File: src/rtl/stickman_pkg.sv
// Shared stickman types and constants, also used by the background block.
package stickman_pkg;

    localparam int PIT_Y       = 479;
    localparam int GROUND_INIT = 360;
    localparam int VEL_W       = 6;
    localparam int POS_W       = 11;

    typedef enum logic [1:0] {
        StIdle = 2'd0,
        StRun  = 2'd1,
        StAir  = 2'd2,
        StDead = 2'd3
    } motion_state_t;

    function automatic logic [9:0] clamp_pos(input logic signed [POS_W-1:0] p);
        return p[POS_W-1] ? 10'd0 : p[9:0];
    endfunction

endpackage

File: src/rtl/frame_tick.sv
// Turns the slow, asynchronous frame clock into a one-Clk tick on its rising edge.
module frame_tick
    import stickman_pkg::*;
(
    input  logic Clk,
    input  logic Reset,
    input  logic frame_clk,
    output logic tick
);

    logic frame_dly;
    logic frame_prev;

    always_ff @(posedge Clk) begin
        if (Reset) begin
            frame_dly  <= 1'b0;
            frame_prev <= 1'b0;
        end else begin
            frame_dly  <= frame_clk;
            frame_prev <= frame_dly;
        end
    end

    assign tick = frame_dly & ~frame_prev;

endmodule

File: src/rtl/stickman_motion.sv
// Stickman vertical motion: jump/gravity integration, landing and death detection.
// Optional STICKMAN_DOUBLE_JUMP_EN allows one extra jump per airborne phase.
module stickman_motion #(
    parameter int GROUND_INIT = stickman_pkg::GROUND_INIT,
    parameter int PIT_Y       = stickman_pkg::PIT_Y,
    parameter int JUMP_V      = 12,
    parameter int GRAVITY     = 1,
    parameter int VMAX        = 15,
    parameter int STEP_TOL    = 4
) (
    input  logic       Clk,
    input  logic       Reset,
    input  logic       frame_clk,
    input  logic       playing,
    input  logic       jump,
    input  logic [9:0] GroundY,
    output logic [9:0] StickY,
    output logic [1:0] StickState,
    output logic       landed,
    output logic       game_over
);
    import stickman_pkg::*;

    localparam int VS_W = VEL_W + 1;
    localparam logic [9:0]              PIT_U  = 10'(PIT_Y);
    localparam logic [9:0]              INIT_U = 10'(GROUND_INIT);
    localparam logic signed [POS_W-1:0] PIT_S  = POS_W'(PIT_Y);
    localparam logic signed [POS_W-1:0] JUMP_S = POS_W'(JUMP_V);
    localparam logic signed [POS_W-1:0] TOL_S  = POS_W'(STEP_TOL);
    localparam logic signed [VEL_W-1:0] VJUMP  = VEL_W'(-JUMP_V);
    localparam logic signed [VEL_W-1:0] VMAX_V = VEL_W'(VMAX);
    localparam logic signed [VS_W-1:0]  VMAX_S = VS_W'(VMAX);
    localparam logic signed [VS_W-1:0]  GRAV_S = VS_W'(GRAVITY);

    motion_state_t           state;
    logic [9:0]              stick_y;
    logic signed [VEL_W-1:0] vel;

    logic tick;
    logic jump_q, jump_pend, jump_rise, jump_now, air_jump;
    logic pit, land_ok;

    logic signed [POS_W-1:0] y_s, ground_s, ny, jump_y;
    logic signed [VS_W-1:0]  vel_sum;
    logic signed [VEL_W-1:0] vel_grav;

    frame_tick u_frame_tick (
        .Clk       (Clk),
        .Reset     (Reset),
        .frame_clk (frame_clk),
        .tick      (tick)
    );

    // A press landing in the tick cycle itself is honoured via the bypass.
    assign jump_rise = jump & ~jump_q;
    assign jump_now  = jump_pend | jump_rise;

    always_comb begin
        y_s      = signed'({1'b0, stick_y});
        ground_s = signed'({1'b0, GroundY});
        vel_sum  = VS_W'(vel) + GRAV_S;
        vel_grav = (vel_sum > VMAX_S) ? VMAX_V : vel_sum[VEL_W-1:0];
        ny       = y_s + POS_W'(vel_grav);
        jump_y   = y_s - JUMP_S;
        pit      = (GroundY == PIT_U);
        land_ok  = !vel_grav[VEL_W-1] && (vel_grav != '0) && !pit && (ny >= ground_s);
    end

`ifdef STICKMAN_DOUBLE_JUMP_EN
    logic air_jump_used;

    assign air_jump = jump_now & ~air_jump_used;

    always_ff @(posedge Clk) begin
        if (Reset || !playing || state == StIdle) begin
            air_jump_used <= 1'b0;
        end else if (tick && state == StAir) begin
            if (air_jump) begin
                air_jump_used <= 1'b1;
            end else if (land_ok) begin
                air_jump_used <= 1'b0;
            end
        end
    end
`else
    assign air_jump = 1'b0;
`endif

    always_ff @(posedge Clk) begin
        if (Reset) begin
            state     <= StIdle;
            stick_y   <= INIT_U;
            vel       <= '0;
            jump_q    <= 1'b0;
            jump_pend <= 1'b0;
            landed    <= 1'b0;
            game_over <= 1'b0;
        end else begin
            jump_q <= jump;
            if (tick) begin
                jump_pend <= 1'b0;
            end else if (jump_rise) begin
                jump_pend <= 1'b1;
            end
            landed <= 1'b0;

            if (!playing) begin
                state     <= StIdle;
                stick_y   <= INIT_U;
                vel       <= '0;
                game_over <= 1'b0;
            end else begin
                unique case (state)
                    StIdle: begin
                        state   <= StRun;
                        stick_y <= GroundY;
                        vel     <= '0;
                    end
                    StRun: if (tick) begin
                        if (jump_now) begin
                            state   <= StAir;
                            stick_y <= clamp_pos(jump_y);
                            vel     <= jump_y[POS_W-1] ? '0 : VJUMP;
                        end else if (pit || ground_s > y_s) begin
                            state <= StAir;
                            vel   <= '0;
                        end else if (ground_s < y_s - TOL_S) begin
                            state     <= StDead;
                            game_over <= 1'b1;
                        end else begin
                            stick_y <= GroundY;
                        end
                    end
                    StAir: if (tick) begin
                        if (air_jump) begin
                            stick_y <= clamp_pos(jump_y);
                            vel     <= jump_y[POS_W-1] ? '0 : VJUMP;
                        end else if (land_ok) begin
                            state   <= StRun;
                            stick_y <= GroundY;
                            vel     <= '0;
                            landed  <= 1'b1;
                        end else if (ny >= PIT_S) begin
                            state     <= StDead;
                            stick_y   <= PIT_U;
                            game_over <= 1'b1;
                        end else if (ny[POS_W-1]) begin
                            stick_y <= '0;
                            vel     <= '0;
                        end else begin
                            stick_y <= ny[9:0];
                            vel     <= vel_grav;
                        end
                    end
                    StDead: ;
                    default: ;
                endcase
            end
        end
    end

    assign StickY     = stick_y;
    assign StickState = state;

endmodule

File: config.mk
export PLATFORM = sky130hd
export DESIGN_NAME = stickman_motion
export DESIGN_NICKNAME = d
export VERILOG_FILES = /design/src/rtl/stickman_pkg.sv /design/src/rtl/frame_tick.sv /design/src/rtl/stickman_motion.sv
export SDC_FILE = /design/constraint.sdc
export NUM_CORES = 1
export LEC_CHECK = 0
export ABC_AREA = 1
export CORE_AREA = 2 2 104 106
export DETAILED_ROUTE_END_ITERATION = 7
export DIE_AREA = 0 0 106 108
export DONT_BUFFER_PORTS = 1
export PLACE_DENSITY = 0.4
export SYNTH_ARGS = -nofsm -noshare
export SYNTH_HDL_FRONTEND = slang
export SYNTH_SLANG_ARGS = --single-unit
File: constraint.sdc
create_clock -name Clk -period 6.5 [get_ports Clk]
set_input_delay 1.625 -clock Clk [delete_from_list [all_inputs] [get_ports Clk]]
set_output_delay 1.625 -clock Clk [all_outputs]
set_load 0.05 [all_outputs]
== After elaboration in Yosys (flattened, before gate mapping) ==
Index checks and enable logic that the tools add are counted.

* Add/subtract/negate cells: 4
* Order comparisons: 5
* Equality and inequality tests: 16
* Mux-type cells: 37
* Bitwise logic cells: 8
* Reduce and logical (&&, ||, !) cells: 17

{| class="wikitable"
|+ Operators by type and width
! cell !! count
|-
| 10-bit two-way mux || 9
|-
| 6-bit two-way mux || 9
|-
| 10-bit case mux with 3 select lines || 1
|-
| 6-bit case mux with 3 select lines || 1
|-
| 3-bit != test, second input constant || 5
|-
| 5-bit AND reduction || 3
|-
| 2-bit two-way mux || 7
|-
| 2-bit != test, second input constant || 7
|-
| 11-bit by 6-bit adder with 11-bit output || 1
|-
| 11-bit by 10-bit greater-or-equal comparator with 1-bit output, second input constant || 1
|-
| 11-bit greater-or-equal comparator || 1
|-
| 11-bit < comparator || 1
|-
| 10-bit by 3-bit subtractor with 11-bit output, second input constant || 1
|-
| 10-bit by 4-bit subtractor with 11-bit output, second input constant || 1
|-
| 10-bit by 9-bit == test with 1-bit output, second input constant || 1
|-
| 10-bit > comparator || 1
|-
| 1-bit two-way mux || 8
|-
| 8-bit AND reduction || 1
|-
| 6-bit by 2-bit adder with 7-bit output, second input constant || 1
|-
| 7-bit by 5-bit > comparator with 1-bit output, second input constant || 1
|-
| 2-bit case mux with 3 select lines || 1
|-
| 6-bit nonzero test || 1
|-
| 1-bit NOT || 5
|-
| 4-bit != test, second input constant || 1
|-
| other kinds (13) || 18
|}

* Bits in registers: 24
* Bits of input ports: 15
* Output and inout port bits: 14
* Word-level logic and storage cells: 96

== Logic depth before layout (Yosys ltp) ==
* Word-level depth: 10
* Gate-level depth with buffers: 39
* Depth with buffers taken out: 39

== By module ==
From an unflattened synthesis, not the netlist that was laid out.

* Cell total of the unflattened synthesis: 529
* Area total of the unflattened synthesis: 3165.5 µm²

{| class="wikitable"
|+ Modules (own cells, without submodules)
! module !! times used !! cells each !! area an instance (µm²) !! seq. area each (µm²)
|-
| stickman_motion || 1 || 522 || 3106.7 || 440.4
|-
| frame_tick || 1 || 7 || 58.8 || 40.0
|}

== Worst setup path before layout ==
No wires, ideal clock.

* Kind: reg-to-reg
* Start: register vel[0]
* End: register vel[2]
* Library setup time: 0.118 ns
* Arrival: 4.162 ns
* Required time: 6.382 ns
* Setup slack: 2.220 ns
* Cell stages (with the launch flop): 39
* Buffers on the path: 0
* Clock period less this slack: 4.280 ns
* Path through: dfxtp_1 inv_2 ha_1 nor3_1 and2_1 o21ai_0 inv_1 o21ai_0 nand2_1 ha_1 inv_1 fa_1 nand3b_1 nand2_1 nand2_1 nand2_1 nand2_1 nand2_1 (+3 left out) nand2_1 inv_1 a21oi_1 nand3_1 nand2_1 nand3_1 nand2_1 nand2_1 nand2_1 nand2_1 nand3_2 nand2_4 nor2_8 nand2_4 nand2_4 nand2_1 nand2_1 a21oi_1

* Cells in the longest elaborated chain, start to end: 10
* Elaborated cells between the ends (all ways): 18
* Those cells by class: 2 x add/sub; 3 x order compare; 1 x eq/ne; 6 x mux; 6 x reduce/logical

{| class="wikitable"
|+ Ends and longest elaborated chain
! element !! line !! RTL
|-
| from (decl) || stickman_motion.sv:37 || <nowiki>logic signed [VEL_W-1:0] vel;</nowiki>
|-
| from (signal assigned) || stickman_motion.sv:123 || <nowiki>vel <= jump_y[POS_W-1] ? '0 : VJUMP;</nowiki>
|-
| from (signal assigned) || stickman_motion.sv:137 || <nowiki>vel <= jump_y[POS_W-1] ? '0 : VJUMP;</nowiki>
|-
| from (signal assigned) || stickman_motion.sv:152 || <nowiki>vel <= vel_grav;</nowiki>
|-
| 6-bit by 2-bit adder with 7-bit output * || stickman_motion.sv:61 || <nowiki>vel_sum = VS_W'(vel) + GRAV_S;</nowiki>
|-
| 7-bit by 5-bit > comparator with 1-bit output || stickman_motion.sv:62 || <nowiki>vel_grav = (vel_sum > VMAX_S) ? VMAX_V : vel_sum[VEL_W-1:0];</nowiki>
|-
| 6-bit two-way mux * || stickman_motion.sv:62 ||
|-
| branches (longest 7 deep; another with 11-bit by 6-bit adder with 11-bit output) || - ||
|}

Mark *: on every way between the ends. The select of a mux whose other input is x is not followed.
A chain may end at the register's enable or synchronous reset.

== Final worst setup path ==
* Start: register vel[0]
* End: register stick_y[5], in the netlist StickY[5]

* Cells in the longest elaborated chain, start to end: 10
* Elaborated cells between the ends (all ways): 16
* Those cells by class: 2 x add/sub; 3 x order compare; 6 x mux; 5 x reduce/logical

{| class="wikitable"
|+ Ends and longest elaborated chain
! element !! line !! RTL
|-
| 6-bit by 2-bit adder with 7-bit output * || stickman_motion.sv:61 ||
|-
| 7-bit by 5-bit > comparator with 1-bit output || stickman_motion.sv:62 ||
|-
| 6-bit two-way mux * || stickman_motion.sv:62 ||
|-
| branches (longest 4 deep; another with 11-bit by 6-bit adder with 11-bit output) || - ||
|-
| 10-bit two-way mux * || stickman_motion.sv:138 || <nowiki>end else if (land_ok) begin</nowiki>
|-
| 10-bit two-way mux * || stickman_motion.sv:134 || <nowiki>StAir: if (tick) begin</nowiki>
|-
| 10-bit case mux with 3 select lines * || stickman_motion.sv:113 || <nowiki>unique case (state)</nowiki>
|-
| to (signal assigned) || stickman_motion.sv:116 || <nowiki>stick_y <= GroundY;</nowiki>
|-
| to (signal assigned) || stickman_motion.sv:136 || <nowiki>stick_y <= clamp_pos(jump_y);</nowiki>
|-
| to (signal assigned) || stickman_motion.sv:140 || <nowiki>stick_y <= GroundY;</nowiki>
|-
| to (decl) || stickman_motion.sv:36 || <nowiki>logic [9:0] stick_y;</nowiki>
|}

Marks and branches as above.

==> run_results.csv <==
group,metric,value,unit
min_path,hp-class,"register to register",
timing,whs,436.3,ps
clocking,hold_buffers,0,
placed_design,gp_congestion,0.8338,
global_route,grt_overflow,0,
global_route,grt_pass1_wl,16310,µm
floorplan,rows,37,
global_route,antenna_found_initial,0,
placed_design,dp.cells,630,
synth,seq_area_frac_synth,15.72,%
timing,tns,0,ps
synth,async_flop_share,0,%
drt,drtIter0Drc,176,
timing,finalHoldViolations,0,
final_layout,fillers,1191,
timing,maxSlewHeadroom,36.12,%
synth,yosys_warnings,0,
clocking,worstSkewPairLatency,270,ps
clocking,cts-root-buf,"clkbuf_8",
drt,drt_pass1_iterations,4,
clocking,postCtsSetupBuffers,0,
global_route,track_usage,18.27,%
floorplan,die_w,106,µm
timing,worst_clock_skew,8.520,ps
global_route,grt_max_degree,15,
setup_path,cp_data_required_time,6660,ps
drt,dr_total_vias,3012,
timing,worstMarginPinSlew,948.1,ps
clocking,clock-sinks,24,
timing,period_minus_slack,5002,ps
final_layout,fin_area,3281,µm²
synth,netlist_instances,499,
setup_path,cpMostUsedCell,"nand2_1",
drt,drc_errors,0,
final_layout,drive_gt1_share,7.430,%
pwr,design_power_total,773.9,µW
pwr,vdd.ir_drop.worst,0.00008395,V
clocking,clk_pin_slew,100,ps
drt,viasPerCell,4.751,
placed_design,place_area,3209,µm²
setup_path,critical_path_class,"register to register",
drt,ant_nets,0,
placed_design,preCtsSetupSlack,1528,ps
setup_path,path_max_fanout,7,
clocking,cts_tree,"yes",
synth,synthDistinctLibCells,39,
timing,finalCritPeriodShare,76.96,%
setup_path,critPathArrivalTime,5160,ps
final_layout,nNetsFinal,555,
global_route,grt_pass1_vias,3089,
pwr,power.leakage,1.675,nW
clocking,numCtsBuffers,3,
run,max_cap_viol_count,0,
clocking,cts_buffer_depth,2,
placed_design,io_buffer_count,0,
drt,wl_per_cell,15.92,µm
floorplan,die_h,108,µm
timing,finalWorstSetupSlack,1498,ps
setup_path,cp-end-kind,"register",
synth,synthFlopType,"dfxtp_1",
timing,maxSlewViolCount,0,
synth,synth.cell_area,3055,µm²
clocking,htreeDepth,1,
synth,synth-edff-count,0,
final_layout,antennaDiodeCount,0,
final_layout,finalNonFillerCells,634,
floorplan,initial_utilization,29.86,%
setup_path,cp-start-kind,"register",
floorplan,dieArea,11450,µm²
pwr,power_density,235.9,nW/µm²
timing,rsz0062_at_grt,"false",
setup_path,worst-r2r-setup-slack,1500,ps
synth,syn_nets,555,
final_layout,syn_to_final_growth,7.371,%
synth,syn_avg_cell_area,6.123,µm²
floorplan,core,10230,µm²
drt,routed_wl,10090,µm
final_layout,utilization,32.07,%
floorplan,pin_count,29,
status,status,"finished, final reports clean",
synth,synth_seq_cells,24,
setup_path,cpPeakStageDelay,470,ps
placed_design,dp_hpwl,8284,µm
clocking,cts_resized,0,
timing,finalSetupViolations,0,
timing,timing.fmax,0.1999,GHz
setup_path,cpMaxStageDelayCell,"dfxtp_1",
[layer usage]
layer	part of all wire [%]	track usage [%]	vias up
li1	-	-	1580
met4	0.88	2.444	0
met5	0	0	-
met2	46	31.75	55
met3	5.4	3.195	6
met1	47	24.36	1371
[report_power, final]
group,switching (mW),total [mW],leakage [nW],internal [mW]
Combinational,0.274,0.415,1.44,0.141
Clock,0.0526,0.135,0.0357,0.0824
Sequential,0.0628,0.223,0.197,0.161
Total,0.390,0.774,1.67,0.384
[cells by family (layout without fill, tap and decap cells)]
kind of cell | count (synthesis) | after routing | share of synthesized area [%]
flops | 24 | 24 | 15.72
buf+inv | 96 | 95 | 11.92
fa+ha+maj | 41 | 41 | 17.04
xor+xnor | 19 | 19 | 5.446
compound gates | 80 | 80 | 14.54
simple gates | 239 | 239 | 35.34
[worst max-delay path, delay by kind of cell (launching register included)]
family	cells	cell delay (ps)
AND/OR/NAND/NOR	22	2150
adder cells (fa/ha/maj)	4	1190
AO/OA/AOI/OAI	4	580
flip-flops	1	470
buffers and inverters	5	350
XOR/XNOR	1	150
[layout by cell type (no fill, tap or decap), types with 2 or more instances in the layout]
cell,instances
nand2_1,124
inv_1,84
nor2_1,51
ha_1,40
a21oi_1,38
nand3_1,25
dfxtp_1,24
o21ai_0,24
xor2_1,15
nand2_2,9
nand4_1,6
nor2_2,5
nor3_1,5
o21ai_1,5
xnor2_1,4
nand2_4,4
o21bai_1,3
inv_2,3
clkbuf_8,3
nand3b_1,2
nand3_2,2
clkinv_1,2
a21oi_2,2
o22ai_1,2
[Yosys cell counts, types with 5 or more instances]
cell type    n  area share (%)
nand2_1    124              15
nand3_1     25             4.1
o21ai_0     24             3.9
nand2_2      9             1.8
o21ai_1      5            0.82
nand4_1      6             1.2
nor2_2       5             1.0
inv_1       84              10
ha_1        40              16
xor2_1      15             4.3
a21oi_1     38             6.2
nor2_1      51             6.3
nor3_1       5            0.82
dfxtp_1     24              16
clkbuf_1     5            0.61
[registers in the layout (all words and copies together), names as in the netlist]
signal / flops
landed: 1
jump_q: 1
u_frame_tick.frame_dly: 1
u_frame_tick.frame_prev: 1
StickState: 2
jump_pend: 1
StickY: 10
vel: 6
game_over: 1
[area by class of cell]
type / instances / area [µm²] / share of cell area (%)
clock buffers: 3 / 41.29 / 1.259
clock inverters: 1 / 30.03 / 0.9153
inverters: 90 / 340.3 / 10.37
multi-input cells: 379 / 2211 / 67.39
flip-flops and latches: 24 / 480.5 / 14.65
well taps: 136 / 170.2 / 5.187
repair buffers: 1 / 7.507 / 0.2288
[path summary, 6_finish.rpt]
kind                                                   startpoint                                 end  cells past startpoint
worst max register to register                vel[0]$_SDFFE_PP0P_              StickY[5]$_SDFFE_PP1P_                     36
worst min-delay path            u_frame_tick.frame_dly$_SDFF_PP0_  u_frame_tick.frame_prev$_SDFF_PP0_                      2
worst max-delay path                          vel[0]$_SDFFE_PP0P_              StickY[5]$_SDFFE_PP1P_                     36
worst min register to register  u_frame_tick.frame_dly$_SDFF_PP0_  u_frame_tick.frame_prev$_SDFF_PP0_                      2
(Power assumes the default switching activity.)
